$ cat config.mk
export PLATFORM = sky130hd
export DESIGN_NAME = ssp_slv_framer
export DESIGN_NICKNAME = d
export VERILOG_FILES = /design/src/rtl/ssp_slv_framer.sv
export SDC_FILE = /design/constraint.sdc
export NUM_CORES = 1
export LEC_CHECK = 0
export ABC_AREA = 1
export ABC_CLOCK_PERIOD_IN_PS = 1780
export CAP_MARGIN = 20
export CORE_ASPECT_RATIO = 0.6
export CORE_UTILIZATION = 38
export CTS_BUF_LIST = sky130_fd_sc_hd__clkbuf_8
export DETAILED_ROUTE_END_ITERATION = 12
export PLACE_DENSITY = 0.69
export SLEW_MARGIN = 20
export SYNTH_ARGS = -nofsm -noshare
export SYNTH_HDL_FRONTEND = slang
export SYNTH_SLANG_ARGS = --single-unit
$ cat constraint.sdc
create_clock -name Clk -period 1.78 [get_ports Clk]
set_clock_uncertainty 0.2 [all_clocks]
set_input_delay 0.356 -clock Clk [delete_from_list [all_inputs] [get_ports Clk]]
set_output_delay 0.356 -clock Clk [all_outputs]
set_load 0.05 [all_outputs]
$ cat src/rtl/ssp_slv_framer.sv
// SPI mode-0 slave deframer feeding SSP_UART's parallel register bus.
// Optional macro SSP_SLV_FRAME_ERR_EN adds the FrmErr abort/overrun pulse.
module ssp_slv_framer #(
    parameter int SYNC_STAGES = 2,
    parameter int RA_W        = 3,
    parameter int DATA_W      = 12
) (
    input  logic              Clk,
    input  logic              Rst,
    input  logic              SSEL_n,
    input  logic              SCK,
    input  logic              MOSI,
    output logic              MISO,
    output logic              MISO_OE,
    output logic              SSP_SSEL,
    output logic              SSP_SCK,
    output logic [RA_W-1:0]   SSP_RA,
    output logic              SSP_WnR,
    output logic              SSP_En,
    output logic              SSP_EOC,
    output logic [DATA_W-1:0] SSP_DI,
    input  logic [DATA_W-1:0] SSP_DO
`ifdef SSP_SLV_FRAME_ERR_EN
    ,
    output logic              FrmErr
`endif
);

    localparam int FL = RA_W + 1 + DATA_W;
    localparam int CW = $clog2(FL + 1);

    localparam logic [CW-1:0] HDR_LAST = CW'(RA_W);
    localparam logic [CW-1:0] FL_LAST  = CW'(FL - 1);
    localparam logic [CW-1:0] FL_C     = CW'(FL);

    typedef enum logic [2:0] {
        IDLE,
        HDR,
        LOAD,
        DATA,
        DONE
    } state_t;

    state_t state;

    logic [SYNC_STAGES-1:0] ssel_sr;
    logic [SYNC_STAGES-1:0] sck_sr;
    logic [SYNC_STAGES-1:0] mosi_sr;
    logic                   sck_d;

    logic [CW-1:0]     cnt;
    logic [DATA_W-2:0] rx;
    logic [DATA_W-1:0] tx;

    logic ssel_act;
    logic sck_s;
    logic mosi_s;
    logic rise;
    logic fall;

    assign ssel_act = ~ssel_sr[SYNC_STAGES-1];
    assign sck_s    = sck_sr[SYNC_STAGES-1];
    assign mosi_s   = mosi_sr[SYNC_STAGES-1];
    assign rise     = sck_s & ~sck_d;
    assign fall     = ~sck_s & sck_d;
    assign SSP_SCK  = sck_d;

    // Bring the SPI pins into the Clk domain; select idles deasserted.
    always_ff @(posedge Clk or negedge Rst) begin
        if (!Rst) begin
            ssel_sr <= '1;
            sck_sr  <= '0;
            mosi_sr <= '0;
            sck_d   <= 1'b0;
        end else begin
            ssel_sr <= {ssel_sr[SYNC_STAGES-2:0], SSEL_n};
            sck_sr  <= {sck_sr[SYNC_STAGES-2:0], SCK};
            mosi_sr <= {mosi_sr[SYNC_STAGES-2:0], MOSI};
            sck_d   <= sck_s;
        end
    end

    // Frame FSM: header capture, data shifting, end-of-cycle and aborts.
    always_ff @(posedge Clk or negedge Rst) begin
        if (!Rst) begin
            state    <= IDLE;
            cnt      <= '0;
            rx       <= '0;
            tx       <= '0;
            MISO     <= 1'b0;
            MISO_OE  <= 1'b0;
            SSP_SSEL <= 1'b0;
            SSP_RA   <= '0;
            SSP_WnR  <= 1'b0;
            SSP_En   <= 1'b0;
            SSP_EOC  <= 1'b0;
            SSP_DI   <= '0;
`ifdef SSP_SLV_FRAME_ERR_EN
            FrmErr   <= 1'b0;
`endif
        end else begin
            SSP_EOC  <= 1'b0;
`ifdef SSP_SLV_FRAME_ERR_EN
            FrmErr   <= 1'b0;
`endif
            SSP_SSEL <= ssel_act;
            MISO_OE  <= ssel_act;
            case (state)
                IDLE: begin
                    MISO <= 1'b0;
                    if (ssel_act) begin
                        state <= HDR;
                        cnt   <= '0;
                        rx    <= '0;
                    end
                end
                HDR: begin
                    if (!ssel_act) begin
                        state  <= IDLE;
                        SSP_En <= 1'b0;
                        cnt    <= '0;
                        MISO   <= 1'b0;
`ifdef SSP_SLV_FRAME_ERR_EN
                        FrmErr <= 1'b1;
`endif
                    end else if (rise) begin
                        rx  <= {rx[DATA_W-3:0], mosi_s};
                        cnt <= cnt + CW'(1);
                        if (cnt == HDR_LAST) begin
                            SSP_RA  <= rx[RA_W-1:0];
                            SSP_WnR <= mosi_s;
                            SSP_En  <= 1'b1;
                            state   <= LOAD;
                        end
                    end
                end
                LOAD: begin
                    if (!ssel_act) begin
                        state  <= IDLE;
                        SSP_En <= 1'b0;
                        cnt    <= '0;
                        MISO   <= 1'b0;
`ifdef SSP_SLV_FRAME_ERR_EN
                        FrmErr <= 1'b1;
`endif
                    end else begin
                        state <= DATA;
                        if (fall) begin
                            MISO <= SSP_DO[DATA_W-1];
                            tx   <= {SSP_DO[DATA_W-2:0], 1'b0};
                        end else begin
                            tx <= SSP_DO;
                        end
                    end
                end
                DATA: begin
                    if (rise && cnt == FL_LAST) begin
                        SSP_DI  <= {rx, mosi_s};
                        SSP_EOC <= 1'b1;
                        SSP_En  <= 1'b0;
                        cnt     <= FL_C;
                        MISO    <= 1'b0;
                        state   <= DONE;
                    end else if (!ssel_act) begin
                        state  <= IDLE;
                        SSP_En <= 1'b0;
                        cnt    <= '0;
                        MISO   <= 1'b0;
`ifdef SSP_SLV_FRAME_ERR_EN
                        FrmErr <= 1'b1;
`endif
                    end else begin
                        if (rise) begin
                            rx  <= {rx[DATA_W-3:0], mosi_s};
                            cnt <= cnt + CW'(1);
                        end
                        if (fall) begin
                            MISO <= tx[DATA_W-1];
                            tx   <= {tx[DATA_W-2:0], 1'b0};
                        end
                    end
                end
                DONE: begin
                    MISO <= 1'b0;
                    if (!ssel_act) begin
                        state <= IDLE;
                        cnt   <= '0;
                    end else if (rise) begin
`ifdef SSP_SLV_FRAME_ERR_EN
                        FrmErr <= 1'b1;
`endif
                    end
                end
                default: begin
                    state <= IDLE;
                    cnt   <= '0;
                    MISO  <= 1'b0;
                end
            endcase
        end
    end

endmodule

After elaboration in Yosys (flattened, before gate mapping)
Cells that the tools add are included.

cells by class
  multiply operators = 0
  divide/modulo/power cells = 0
  order comparisons = 0
  add/sub/neg operators = 1
  reductions and logical operators = 14
  shifts and indexed selects = 0
  mux-type cells = 40
  bitwise gates (word level) = 5
  equal/unequal tests = 17

operators with widths
  operator                                             count
  two-way mux 12 bit                                   5
  two-way mux 11 bit                                   4
  case mux 11 bit (3 select lines)                     1
  two-way mux 5 bit                                    5
  case mux 12 bit (2 select lines)                     1
  case mux 5 bit (4 select lines)                      1
  two-way mux 3 bit                                    6
  case mux 3 bit (5 select lines)                      1
  two-way mux 1 bit                                    13
  inequality test 2 bit, second input constant         6
  AND reduction 3 bit                                  4
  inequality test 3 bit, second input constant         3
  equality test 3 x 2 -> 1 bit, second input constant  2
  case mux 1 bit (3 select lines)                      2
  nonzero test 3 bit                                   2
  adder 5 x 1 -> 5 bit, second input constant          1
  equality test 5 x 2 -> 1 bit, second input constant  1
  equality test 5 x 4 -> 1 bit, second input constant  1
  AND reduction 5 bit                                  1
  inequality test 4 bit, second input constant         1
  AND reduction 2 bit                                  2
  AND reduction 4 bit                                  1
  equality test 3 x 1 -> 1 bit, second input constant  1
  equality test 3 bit, second input constant           1
  other kinds (8)                                      11

word-level totals
  word-level logic and storage cells = 92
  memory bits (writable) = 0
  input bits = 17
  ROM bits = 0
  memories = 0
  bits in registers = 58
  output and inout port bits = 22
  latch bits = 0

Depth between registers and ports, before layout
  depth after elaboration = 6
  depth in mapped cells = 11
  gate-level depth less buffers = 10

Worst setup path after synthesis
OpenSTA, ideal clock, no wires.

  path kind = register to register
  start point = register cnt[0]
  end point = register SSP_DI[10]
  required time = 1.458 ns
  period minus slack after synthesis = 1.829 ns
  data arrival time = 1.506 ns
  stages on the path, launching flop included = 11
  setup slack = -0.049 ns
  cell sequence = dfrtp_1 > ha_1 > nand2_1 > nor2_1 > ha_1 > nand3_2 > nor2_4 > inv_2 > buf_2 > nand2_1 > o21ai_1

on the way
  longest elaborated chain between the ends = 3

ends and longest elaborated chain
  item                           RTL line  RTL
  start, declared                51        logic [CW-1:0] cnt;
  start signal, assigned         128       cnt <= cnt + CW'(1);
  start signal, assigned         175       cnt <= cnt + CW'(1);
  equality test 5 x 4 -> 1 bit   157       if (rise && cnt == FL_LAST) begin
  logical AND 1 bit              157
  AND reduction 2 bit (no line)  -
  end signal, assigned           158       SSP_DI <= {rx, mosi_s};
  end, declared                  21        output logic [DATA_W-1:0] SSP_DI,

No other way between the ends.
A chain may end at the register's enable or synchronous reset.

Worst setup path after layout
  start point = register cnt[1]
  end point = register rx[4]

on the way
  longest elaborated chain between the ends = 4

ends and longest elaborated chain
  item                             RTL line  RTL
  equality test 5 x 4 -> 1 bit     157
  logical AND 1 bit                157
  inequality test 2 bit (no line)  -
  AND reduction 3 bit (no line)    -
  end signal, assigned             127       rx <= {rx[DATA_W-3:0], mosi_s};
  end signal, assigned             174       rx <= {rx[DATA_W-3:0], mosi_s};
  end, declared                    52        logic [DATA_W-2:0] rx;

No other way between the ends.

==> impl_metrics.csv <==
group,metric,value,unit
timing,holdWs,0.148,ns
route,post_drt_wl_per_cell,12.9,um
floorplan,num_rows,24,
critical_path,cp.required,1.82,ns
global_routing,antenna_found_initial,0,
power_and_ir_drop,powerDensity,1170,nW/um2
floorplan,die_w,114,um
power_and_ir_drop,comb_power_share,35.3,%
cells_and_area,layout_commonest_cell,"nand2_1",
clock_tree,htreeDepth,3,
power_and_ir_drop,vdd_ir_drop_max,0.000513,V
critical_path,cp.buffers_inverters,1,
power_and_ir_drop,swShare,36.5,%
critical_path,cpMaxStageDelayCell,"dfrtp_1",
route,drt_iter0_drc,220,
global_routing,grt_pass1_vias,2416,
status,violations,"negative setup slack",
timing,finalSetupViolations,15,
route,avgViaCountPerCell,4.88,
synthesis,async_flop_share,100,%
placement,hpwl,4870,um
synthesis,synth_fp_nets,387,
global_routing,grt_usage,18.9,%
floorplan,dieHeight,69.3,um
critical_path,arrival,1.85,ns
route,drc,0,
power_and_ir_drop,p_int,3.04,mW
status,status,"finished with violations",
synthesis,ys.flop_type,"dfrtp_1",
clock_tree,numCtsBuffers,9,
route,drt-pass1-iter-count,6,
clock_tree,clk_latency,0.34,ns
critical_path,cpLargestDelayFamily,"simple AND/OR/NAND/NOR gates",
synthesis,synth_edf_count,0,
timing,hold_viol,0,
timing,post-route-period-util,102,%
cells_and_area,drive_above_1_share,26.1,%
clock_tree,clock_tree.root_cell,"clkbuf_8",
power_and_ir_drop,switchingPower,1.74,mW
power_and_ir_drop,pwr-share-seq,36.6,%
placement,dp_cells,518,
route,wirelength,6980,um
placement,gp_congestion,0.863,
floorplan,core,7270,um2
cells_and_area,diodes,0,
synthesis,ys_seq_area_share,50.7,%
power_and_ir_drop,p_leak,1.99,nW
global_routing,grt_pass1_wl,11600,um
synthesis,synthDistinctLibCells,26,
worst_hold_path,hold_class,"reg2reg",
power_and_ir_drop,finalPower,4.78,mW
critical_path,cp_max_fo,6,
floorplan,io_pins,39,
route,detail-route-antenna-nets,0,
cells_and_area,finish.net_count,451,
clock_tree,clk_transition_reported_paths,0.07,ns
timing,min_period,1.81,ns
clock_tree,cts_sinks,58,
global_routing,overflow,0,
timing,slew_violations,0,
critical_path,slowest_delay,0.36,ns
critical_path,crit_type,"reg2reg",
clock_tree,clk_path_buf_depth,2,
cells_and_area,area.growth.synth_to_final,42.3,%
cells_and_area,final_cell_mix,"nand2_1, dfrtp_1, nand3_1",
power_and_ir_drop,clkPwrFrac,28.1,%
critical_path,cp_cell_sequence,"ha_2 > nand2_1 > nor2_1 > ha_2 > nand3_4 > nor2_4 > nor2_4 > buf_6 > nand3_1 > nand2_1",
timing,tightest_slew,0.381,ns
critical_path,start_kind,"register",
cells_and_area,instances_no_fill,541,
synthesis,yosys_register_bits,58,
critical_path,rrSetupSlack,-0.03,ns
timing,fmax,0.551,GHz
synthesis,yosysWarnings,0,
timing,fin_ws,-0.0345,ns
synthesis,syn-cell-area,2870,um2
floorplan,die_area,7910,um2
critical_path,critPathCaptureType,"register",
route,vias,2638,
placement,numPortBuffers,38,
synthesis,avgSynthCellArea,7.79,um2
timing,slew_headroom,74.6,%
cells_and_area,fillers,642,
run,maxCapViolCount,0,
synthesis,synth_cells,368,
cells_and_area,fin_util,56.2,%
global_routing,grt_max_degree,59,
clock_tree,cts_tree,"done",
floorplan,start_util,39.5,%
timing,rsz0062_at_grt,"true",
[registers in the layout, summed over array words and instances (netlist names), 2 cells and up]
register  cells
sck_sr        2
rx           11
SSP_RA        3
SSP_DI       12
tx           12
state         3
ssel_sr       2
cnt           5
mosi_sr       2
[worst paths after layout]
kind | start | end | cells past startpoint
max | cnt[1]$_DFFE_PN0P_ | rx[4]$_DFFE_PN0P_ | 10
min | mosi_sr[0]$_DFF_PN0_ | mosi_sr[1]$_DFF_PN0_ | 0
max reg2reg | cnt[1]$_DFFE_PN0P_ | rx[4]$_DFFE_PN0P_ | 10
min reg2reg | mosi_sr[0]$_DFF_PN0_ | mosi_sr[1]$_DFF_PN0_ | 0
max in group asynchronous | Rst | ssel_sr[0]$_DFF_PN1_ | 3
min in group asynchronous | Rst | tx[1]$_DFFE_PN0P_ | 3
[Yosys cell counts, types with 3 or more instances]
master     n  share of area, %
nand2_1  130                17
o21ai_1   11               1.9
or2_2     11               2.4
buf_4      5               1.3
buf_2     10               1.7
nor2_4     3               1.2
inv_1     26               3.4
nand4_1    3              0.65
nor2_1    28               3.7
inv_2      4              0.52
dfrtp_1   56                49
o21ai_0    9               1.6
nand3_1   56               9.8
[metal layers]
| metal | up-vias | GRT usage, % | wire, um |
|---|---|---|---|
| met2 | 102 | 24.8 | 2790 |
| met5 | - | 0 | 0 |
| li1 | 1290 | - | - |
| met4 | 0 | 6.93 | 114 |
| met1 | 1232 | 28.4 | 3510 |
| met3 | 14 | 6.38 | 568 |
[power groups by stage]
stage / combinational [mW] / sequential (mW) / clock (mW)
3_5_place_dp: 1.55 / 1.76 / 0
4_1_cts: 1.59 / 1.74 / 1.36
5_1_grt: 1.87 / 1.78 / 1.42
2_1_floorplan: 1.05 / 1.72 / 0
3_3_place_gp: 1.50 / 1.75 / 0
6_report: 1.69 / 1.75 / 1.34
[logic make-up after synthesis]
kind of cell	share of synthesized area [%]
XOR/XNOR	0.305
buffers and inverters	7.29
AO/OA/AOI/OAI	4.28
flip-flops	50.7
AND/OR/NAND/NOR	36.6
adder cells (fa/ha/maj)	0.872
[worst register-to-register path, cell delays in order (launching register included)]
cell and delay, ns:
dfrtp_1 0.36, ha_2 0.18, nand2_1 0.05, nor2_1 0.10, ha_2 0.21, nand3_4 0.09, nor2_4 0.17, nor2_4 0.07
buf_6 0.14, nand3_1 0.09, nand2_1 0.06
[through the flow]
step / area, um2 / setup TNS, ns / setup WS [ns]
after floorplan: 2900 / -0.344 / -0.0447
after global placement: 3710 / -0.0206 / -0.0156
after detailed placement: 3710 / -1.09 / -0.0635
after CTS: 3970 / -0.0305 / -0.00875
after global routing: 4080 / -2.48 / -0.110
final: 4080 / -0.196 / -0.0345
[final cells by class]
class	count	area, um2	area share, %
Clock buffer	10	138	3.37
Multi-Input combinational cell	263	1290	31.7
Tap cell	104	130	3.19
Timing Repair inverter	1	6.26	0.153
Clock inverter	6	82.6	2.02
Inverter	30	120	2.94
Timing Repair Buffer	69	855	20.9
Sequential cell	58	1460	35.7
[timing repair]
action	4_1_cts	5_1_grt
gates cloned	0	2
setup buffers	1	3
pin swaps	2	3
resized for setup	6	24
hold buffers	1	0
setup endpoints to repair	27	44
endpoints found under the hold margin	56	0
No activity file was read; power rests on OpenSTA's default activity.
